$ cat src/rtl/mem_port_arbiter_pkg.sv
// Shared types for the imem/dmem memory port arbiter: memory request
// encodings, arbiter FSM states and transaction owner tags.
package mem_port_arbiter_pkg;

  typedef enum logic {
    M_XRD = 1'b0,
    M_XWR = 1'b1
  } mem_write_signal_e;

  typedef enum logic [2:0] {
    MT_X  = 3'd0,
    MT_B  = 3'd1,
    MT_H  = 3'd2,
    MT_W  = 3'd3,
    MT_BU = 3'd4,
    MT_HU = 3'd5,
    MT_WU = 3'd6
  } mem_mask_type_e;

  typedef enum logic [1:0] {
    ARB_IDLE,
    ARB_ISSUE,
    ARB_WAIT,
    ARB_RESP
  } arb_state_e;

  typedef enum logic {
    OWN_I,
    OWN_D
  } arb_owner_e;

endpackage

$ cat src/rtl/mem_arb_pick.sv
// Winner select between the fetch and load/store requesters. Load/store
// normally wins; fetch wins when it is alone or when it has been starved.
module mem_arb_pick (
  input  logic i_valid,
  input  logic d_valid,
  input  logic starve_hit,
  output logic grant_i,
  output logic grant_d
);

  assign grant_i = i_valid & (starve_hit | ~d_valid);
  assign grant_d = d_valid & ~(starve_hit & i_valid);

endmodule

$ cat src/rtl/mem_port_arbiter.sv
// Shares one single-ported memory between imem and dmem. One transaction
// is in flight at a time; the response is routed back to its owner.
module mem_port_arbiter
  import mem_port_arbiter_pkg::*;
#(
  parameter int ADDR_W       = 32,
  parameter int DATA_W       = 32,
  parameter int STARVE_LIMIT = 4
) (
  input  logic              clk,
  input  logic              reset,
  input  logic              i_req_valid,
  output logic              i_req_ready,
  input  logic [ADDR_W-1:0] i_req_addr,
  output logic              i_resp_valid,
  output logic [DATA_W-1:0] i_resp_data,
  input  logic              d_req_valid,
  output logic              d_req_ready,
  input  logic [ADDR_W-1:0] d_req_addr,
  input  logic              d_req_fcn,
  input  logic [2:0]        d_req_typ,
  input  logic [DATA_W-1:0] d_req_wdata,
  output logic              d_resp_valid,
  output logic [DATA_W-1:0] d_resp_data,
  output logic              m_req_valid,
  input  logic              m_req_ready,
  output logic [ADDR_W-1:0] m_req_addr,
  output logic              m_req_fcn,
  output logic [2:0]        m_req_typ,
  output logic [DATA_W-1:0] m_req_wdata,
  input  logic              m_resp_valid,
  input  logic [DATA_W-1:0] m_resp_data,
  output logic              err_spurious
);

  localparam int CNT_W = $clog2(STARVE_LIMIT + 1);

  arb_state_e       state;
  arb_owner_e       owner;
  logic [CNT_W-1:0] starve_cnt;
  logic             starve_hit;
  logic             grant_i;
  logic             grant_d;
  logic             idle;

  assign starve_hit = (starve_cnt == CNT_W'(STARVE_LIMIT));

  mem_arb_pick u_pick (
    .i_valid    (i_req_valid),
    .d_valid    (d_req_valid),
    .starve_hit (starve_hit),
    .grant_i    (grant_i),
    .grant_d    (grant_d)
  );

  // Readies are only offered in IDLE, and never while reset is asserted.
  assign idle        = (state == ARB_IDLE) & reset;
  assign i_req_ready = idle & grant_i;
  assign d_req_ready = idle & grant_d;

  // Arbiter FSM with registered memory request, responses and starve counter.
  always_ff @(posedge clk or negedge reset) begin
    if (!reset) begin
      state        <= ARB_IDLE;
      owner        <= OWN_I;
      starve_cnt   <= '0;
      err_spurious <= 1'b0;
      m_req_valid  <= 1'b0;
      m_req_addr   <= '0;
      m_req_fcn    <= 1'b0;
      m_req_typ    <= '0;
      m_req_wdata  <= '0;
      i_resp_valid <= 1'b0;
      i_resp_data  <= '0;
      d_resp_valid <= 1'b0;
      d_resp_data  <= '0;
    end else begin
      i_resp_valid <= 1'b0;
      d_resp_valid <= 1'b0;
      if (m_resp_valid && (state != ARB_WAIT)) begin
        err_spurious <= 1'b1;
      end
      case (state)
        ARB_IDLE: begin
          if (!i_req_valid || grant_i) begin
            starve_cnt <= '0;
          end else if (grant_d && !starve_hit) begin
            starve_cnt <= starve_cnt + CNT_W'(1);
          end
          if (grant_d) begin
            owner       <= OWN_D;
            m_req_addr  <= d_req_addr;
            m_req_fcn   <= d_req_fcn;
            m_req_typ   <= d_req_typ;
            m_req_wdata <= d_req_wdata;
            m_req_valid <= 1'b1;
            state       <= ARB_ISSUE;
          end else if (grant_i) begin
            owner       <= OWN_I;
            m_req_addr  <= i_req_addr;
            m_req_fcn   <= M_XRD;
            m_req_typ   <= MT_WU;
            m_req_wdata <= '0;
            m_req_valid <= 1'b1;
            state       <= ARB_ISSUE;
          end
        end
        ARB_ISSUE: begin
          if (m_req_ready) begin
            m_req_valid <= 1'b0;
            state       <= ARB_WAIT;
          end
        end
        ARB_WAIT: begin
          if (m_resp_valid) begin
            if (owner == OWN_I) begin
              i_resp_data  <= m_resp_data;
              i_resp_valid <= 1'b1;
            end else begin
              d_resp_data  <= m_resp_data;
              d_resp_valid <= 1'b1;
            end
            state <= ARB_RESP;
          end
        end
        ARB_RESP: begin
          state <= ARB_IDLE;
        end
        default: begin
          state <= ARB_IDLE;
        end
      endcase
    end
  end

endmodule

$ cat config.mk
export PLATFORM = sky130hd
export DESIGN_NAME = mem_port_arbiter
export DESIGN_NICKNAME = d
export VERILOG_FILES = /design/src/rtl/mem_port_arbiter_pkg.sv /design/src/rtl/mem_arb_pick.sv /design/src/rtl/mem_port_arbiter.sv
export SDC_FILE = /design/constraint.sdc
export NUM_CORES = 1
export LEC_CHECK = 0
export CAP_MARGIN = 30
export CORE_UTILIZATION = 30
export DETAILED_ROUTE_END_ITERATION = 6
export GPL_ROUTABILITY_DRIVEN = 0
export PLACE_DENSITY = 0.72
export SLEW_MARGIN = 10
export SYNTH_ARGS = -nofsm -noshare
export SYNTH_HDL_FRONTEND = slang
export SYNTH_SLANG_ARGS = --single-unit
export TNS_END_PERCENT = 100
$ cat constraint.sdc
create_clock -name clk -period 4.1 [get_ports clk]
set_input_delay 0.82 -clock clk [delete_from_list [all_inputs] [get_ports clk]]
set_output_delay 0.82 -clock clk [all_outputs]
set_load 0.1 [all_outputs]
Yosys cells after proc, flatten, opt, wreduce, memory -nomap -nowiden --
Cells that the tools add are included.
Cells by class: div/mod/pow operators 0, shift-type cells 0, equality and inequality tests 8, muxes and demuxes 26, add/subtract/negate cells 1, reductions and logical operators 15, multipliers 0, $lt $le $gt $ge 0, bitwise gates (word level) 10
Operators with widths (number):
- $mux W32 | 4
- $mux W1 | 12
- $mux W3 | 4
- $reduce_and A3 Y1 | 4
- $mux W2 | 4
- $pmux W2 S4 | 1
- $and A1 B1 Y1 | 6
- $ne A2 B2 Y1 const B | 3
- $reduce_bool A2 Y1 | 3
- $eq A2 B2 Y1 const B | 2
- $reduce_and A2 Y1 | 2
- $add A3 B1 Y3 const B | 1
- $eq A3 B3 Y1 const B | 1
- $ne A3 B3 Y1 const B | 1
- $not A1 Y1 | 3
- $eq A2 B1 Y1 const B | 1
- $logic_and A1 B1 Y1 | 2
- $logic_not A1 Y1 | 2
- $logic_not A2 Y1 | 1
- $pmux W1 S2 | 1
- $logic_or A1 B1 Y1 | 1
- $or A1 B1 Y1 | 1
Word-level totals: bits in writable memories 0, flip-flop bits (word level) 142, bits in read-only memories 0, output and inout bits 138, bits in latches 0, logic and storage cells 73, input bits 138, memories 0

Depth between registers and ports, before layout --
depth after elaboration 7, depth in mapped cells 7, gate-level depth less buffers 5

Cells and area by module --
From an unflattened synthesis, not the netlist that was laid out.
Unflattened totals: cells, all modules 486, area, all modules 5811.8 µm²
Modules (own cells, without submodules):
- mem_port_arbiter | cells each 483, area an instance 5793.1 µm², times used 1, seq. area each 3553.4 µm²
- mem_arb_pick | cells each 3, area an instance 18.8 µm², times used 1, seq. area each 0.0 µm²

Least setup slack after synthesis --
OpenSTA, ideal clock, no wires.
path kind register to output, start point register state[0], end point output port i_req_ready, cell stages (with the launch flop) 7, path buffers 2, arrival 2782 ps, path slack 498 ps, data required time 3280 ps, cells stage by stage dfrtp_1 > inv_1 > ha_1 > clkbuf_1 > clkbuf_1 > nand3_1 > a21oi_1
Between the ends: word-level cells in the longest chain between the ends 3
Ends and longest elaborated chain:
- from (decl) | RTL line mem_port_arbiter.sv:38 | arb_state_e state;
- from (signal assigned) | RTL line mem_port_arbiter.sv:64 | state <= ARB_IDLE;
- from (signal assigned) | RTL line mem_port_arbiter.sv:97 | state <= ARB_ISSUE;
- from (signal assigned) | RTL line mem_port_arbiter.sv:105 | state <= ARB_ISSUE;
- $logic_not A2 Y1 | RTL line mem_port_arbiter.sv:57 | assign idle = (state == ARB_IDLE) & reset;
- $and A1 B1 Y1 | RTL line mem_port_arbiter.sv:57
- $and A1 B1 Y1 | RTL line mem_port_arbiter.sv:58 | assign i_req_ready = idle & grant_i;
- to (decl) | RTL line mem_port_arbiter.sv:13 | output logic i_req_ready,
Every way passes these cells.

Worst setup path in the final report --
start point input port i_req_valid, end point output port d_req_ready
Between the ends: word-level cells in the longest chain between the ends 4
Ends and longest elaborated chain:
- from (decl) | RTL line mem_port_arbiter.sv:12 | input logic i_req_valid,
- $and A1 B1 Y1 | RTL line mem_arb_pick.sv:12 | assign grant_d = d_valid & ~(starve_hit & i_valid);
- $not A1 Y1 | RTL line mem_arb_pick.sv:12
- $and A1 B1 Y1 | RTL line mem_arb_pick.sv:12
- $and A1 B1 Y1 | RTL line mem_port_arbiter.sv:59 | assign d_req_ready = idle & grant_d;
- to (decl) | RTL line mem_port_arbiter.sv:18 | output logic d_req_ready,
Every way passes these cells.

==> flow_metrics.py <==
metrics = {
    "place": {
        "place_inst": 965,
        "io_buffers": 275,
        "dpl_worst_slack_ns": 0.7965,
        "dp_hpwl_um": 11740,
    },
    "sta": {
        "hold_violations": 0,
        "tightest_slew_ns": 1.024,
        "finClkSkew_ns": 0.009105,
        "slew_headroom_pct": 31.52,
        "fmax_mhz": 302.3,
        "rsz0062_at_grt": "no",
        "setup-violations-final": 0,
        "setup_tns_ns": 0,
        "fin_crit_ns": 3.308,
        "finalCritPeriodShare_pct": 80.69,
        "setup_slack_ns": 0.7917,
        "drv_slew": 0,
    },
    "global_routing": {
        "grt_usage_pct": 17.33,
        "grt_max_degree": 52,
        "antenna_found_initial": 0,
        "grt_overflow": 0,
        "grt_pass1_wl_um": 26790,
        "grt_pass1_vias": 4924,
    },
    "clock_tree": {
        "cts.sinks": 142,
        "cts_inserted_buffers": 17,
        "clk_transition_reported_paths_ns": 0.06,
        "clock_path_buffers": 2,
        "cts_resized": 0,
        "h-tree-depth": 4,
        "ctsHoldBuffers": 0,
        "cts_root_buf": "clkbuf_16",
        "tritoncts": "done",
        "cts_setup_buffers": 0,
        "insertion_delay_ns": 0.43,
    },
    "critical_path": {
        "crit_type": "in -> out",
        "reg2reg_from": "state[0]$_DFFE_PN0P_",
        "arrival_ns": 2.49,
        "worstPathRequired_ns": 3.28,
        "worstRegToRegCells": 6,
        "endpoint": "d_req_ready",
        "end_kind": "output port",
        "start_kind": "input port",
        "rr_endpoint": "i_resp_data[28]$_DFFE_PN0P_",
        "cp_max_fo": 35,
        "r2r_setup_slack_ns": 1.93,
        "setup.worst_path.start": "i_req_valid",
    },
    "yosys": {
        "ys.flop_type": "dfrtp_1",
        "avgSynthCellArea_um2": 12.90,
        "ys_types": 32,
        "syn_area_um2": 5882,
        "synth_nets": 600,
        "yosysWarnings": 0,
        "synth-async-reset-ratio_pct": 100.0,
        "synth-edff-count": 0,
        "syn_inst": 456,
        "ys_ff_latch": 142,
        "synth_seq_area_share_pct": 60.41,
    },
    "hold_path": {
        "worst_hold_path_type": "in -> async",
    },
    "layout": {
        "multi_input_area_um2": 2116,
        "nNetsFinal": 868,
        "fin_util_pct": 50.01,
        "stdcell_count": 997,
        "drive_above_1_share_pct": 15.60,
        "regArea_um2": 3553,
        "areaGrowthSynthToFinish_pct": 61.16,
        "final_common_cell": "clkdlybuf4s50_1",
        "antenna_cells": 0,
        "mostFrequentLayoutCells": "272 x clkdlybuf4s50_1, 142 x dfrtp_1, 68 x nand2_1",
        "fillers": 1668,
    },
    "floorplan": {
        "fp.coreArea_um2": 18960,
        "die_area_um2": 20170,
        "ioPinCount": 276,
        "rows": 50,
        "die_x_um": 142.0,
        "die_h_um": 142.0,
        "start_util_pct": 31.03,
    },
    "drt": {
        "drt-total-wl_um": 16800,
        "vias": 4704,
        "drtIter0Drc": 171,
        "drc": 0,
        "vias_per_cell": 4.718,
        "antenna_left": 0,
        "first_pass_iters": 4,
        "post_drt_wl_per_cell_um": 16.85,
    },
    "flow_run": {
        "maxCapViolCount": 0,
    },
    "outcome": {
        "status": "finished, final reports clean",
    },
}
[metrics by stage]
step,hold WS (ns),instance area [µm²]
after global routing,0.2347,9479
after detailed placement,0.4439,8925
after CTS,0.2322,9479
after floorplan,0.4637,5882
final,0.2444,9479
after global placement,0.4414,8905
[kinds of logic (layout without fill, tap and decap cells)]
kind of cell,Yosys count,count (layout),share of synthesized area (%)
flops,142,142,60.41
simple gates,114,114,9.168
compound gates,79,79,10.85
mux,66,66,14.47
buf+inv,49,330,3.829
fa+ha+maj,6,6,1.276
[synth_stat cells, types with 2 or more instances]
master,n,area [µm²]
nand3_1,4,20.02
mux2_4,29,435.4
and2_1,3,18.77
buf_2,15,75.07
nand4_1,34,212.7
a22o_1,35,306.5
o22a_1,2,17.52
mux2_2,36,405.4
buf_6,3,33.78
a21oi_1,2,10.01
inv_1,10,37.54
nand2_1,68,255.2
o211ai_1,32,240.2
dfrtp_1,142,3553
clkbuf_1,19,71.32
ha_1,6,75.07
[routing by layer]
layer	part of all wire, %	wire length (µm)	vias up	track usage (%)
li1	-	-	2190	-
met1	41	6858	2293	20.70
met2	49	8255	196	28.41
met3	8.0	1336	25	6.258
met4	2.1	348	0	6.791
met5	0	0	-	0
[area by class of cell]
type / instances / share of cell area, %
flip-flops and latches: 142 / 37.49
clock inverters: 14 / 1.320
repair buffers: 287 / 30.48
clock buffers: 18 / 4.527
well taps: 260 / 3.432
multi-input cells: 265 / 22.32
inverters: 11 / 0.4356
[worst min path at each step]
stage	start	to	slack, ns	cells past startpoint
3_5_place_dp	err_spurious$_DFFE_PN0P_	err_spurious$_DFFE_PN0P_	0.44	1
2_1_floorplan	owner$_DFFE_PN0P_	owner$_DFFE_PN0P_	0.46	2
5_1_grt	reset	d_resp_data[15]$_DFFE_PN0P_	0.23	1
4_1_cts	reset	d_resp_data[15]$_DFFE_PN0P_	0.23	1
6_report	reset	d_resp_data[15]$_DFFE_PN0P_	0.24	1
3_3_place_gp	err_spurious$_DFFE_PN0P_	err_spurious$_DFFE_PN0P_	0.44	1
[flip-flops by register name, indices dropped and copies added (netlist names)]
name and count:
d_resp_data 32, i_resp_data 32, m_req_addr 32, m_req_wdata 32, m_req_typ 3, starve_cnt 3
state 2, d_resp_valid 1, err_spurious 1, i_resp_valid 1, m_req_fcn 1, m_req_valid 1
owner 1
[critical path, cell delays in order]
cell             delay [ns]
clkdlybuf4s50_1        0.58
nand3_2                0.16
and3_1                 0.16
buf_4                  0.33
and2_1                 0.24
buf_12                 0.18
Power is not shown: default switching activity piles up to over one toggle a cycle in this logic, so the estimate is an artifact.
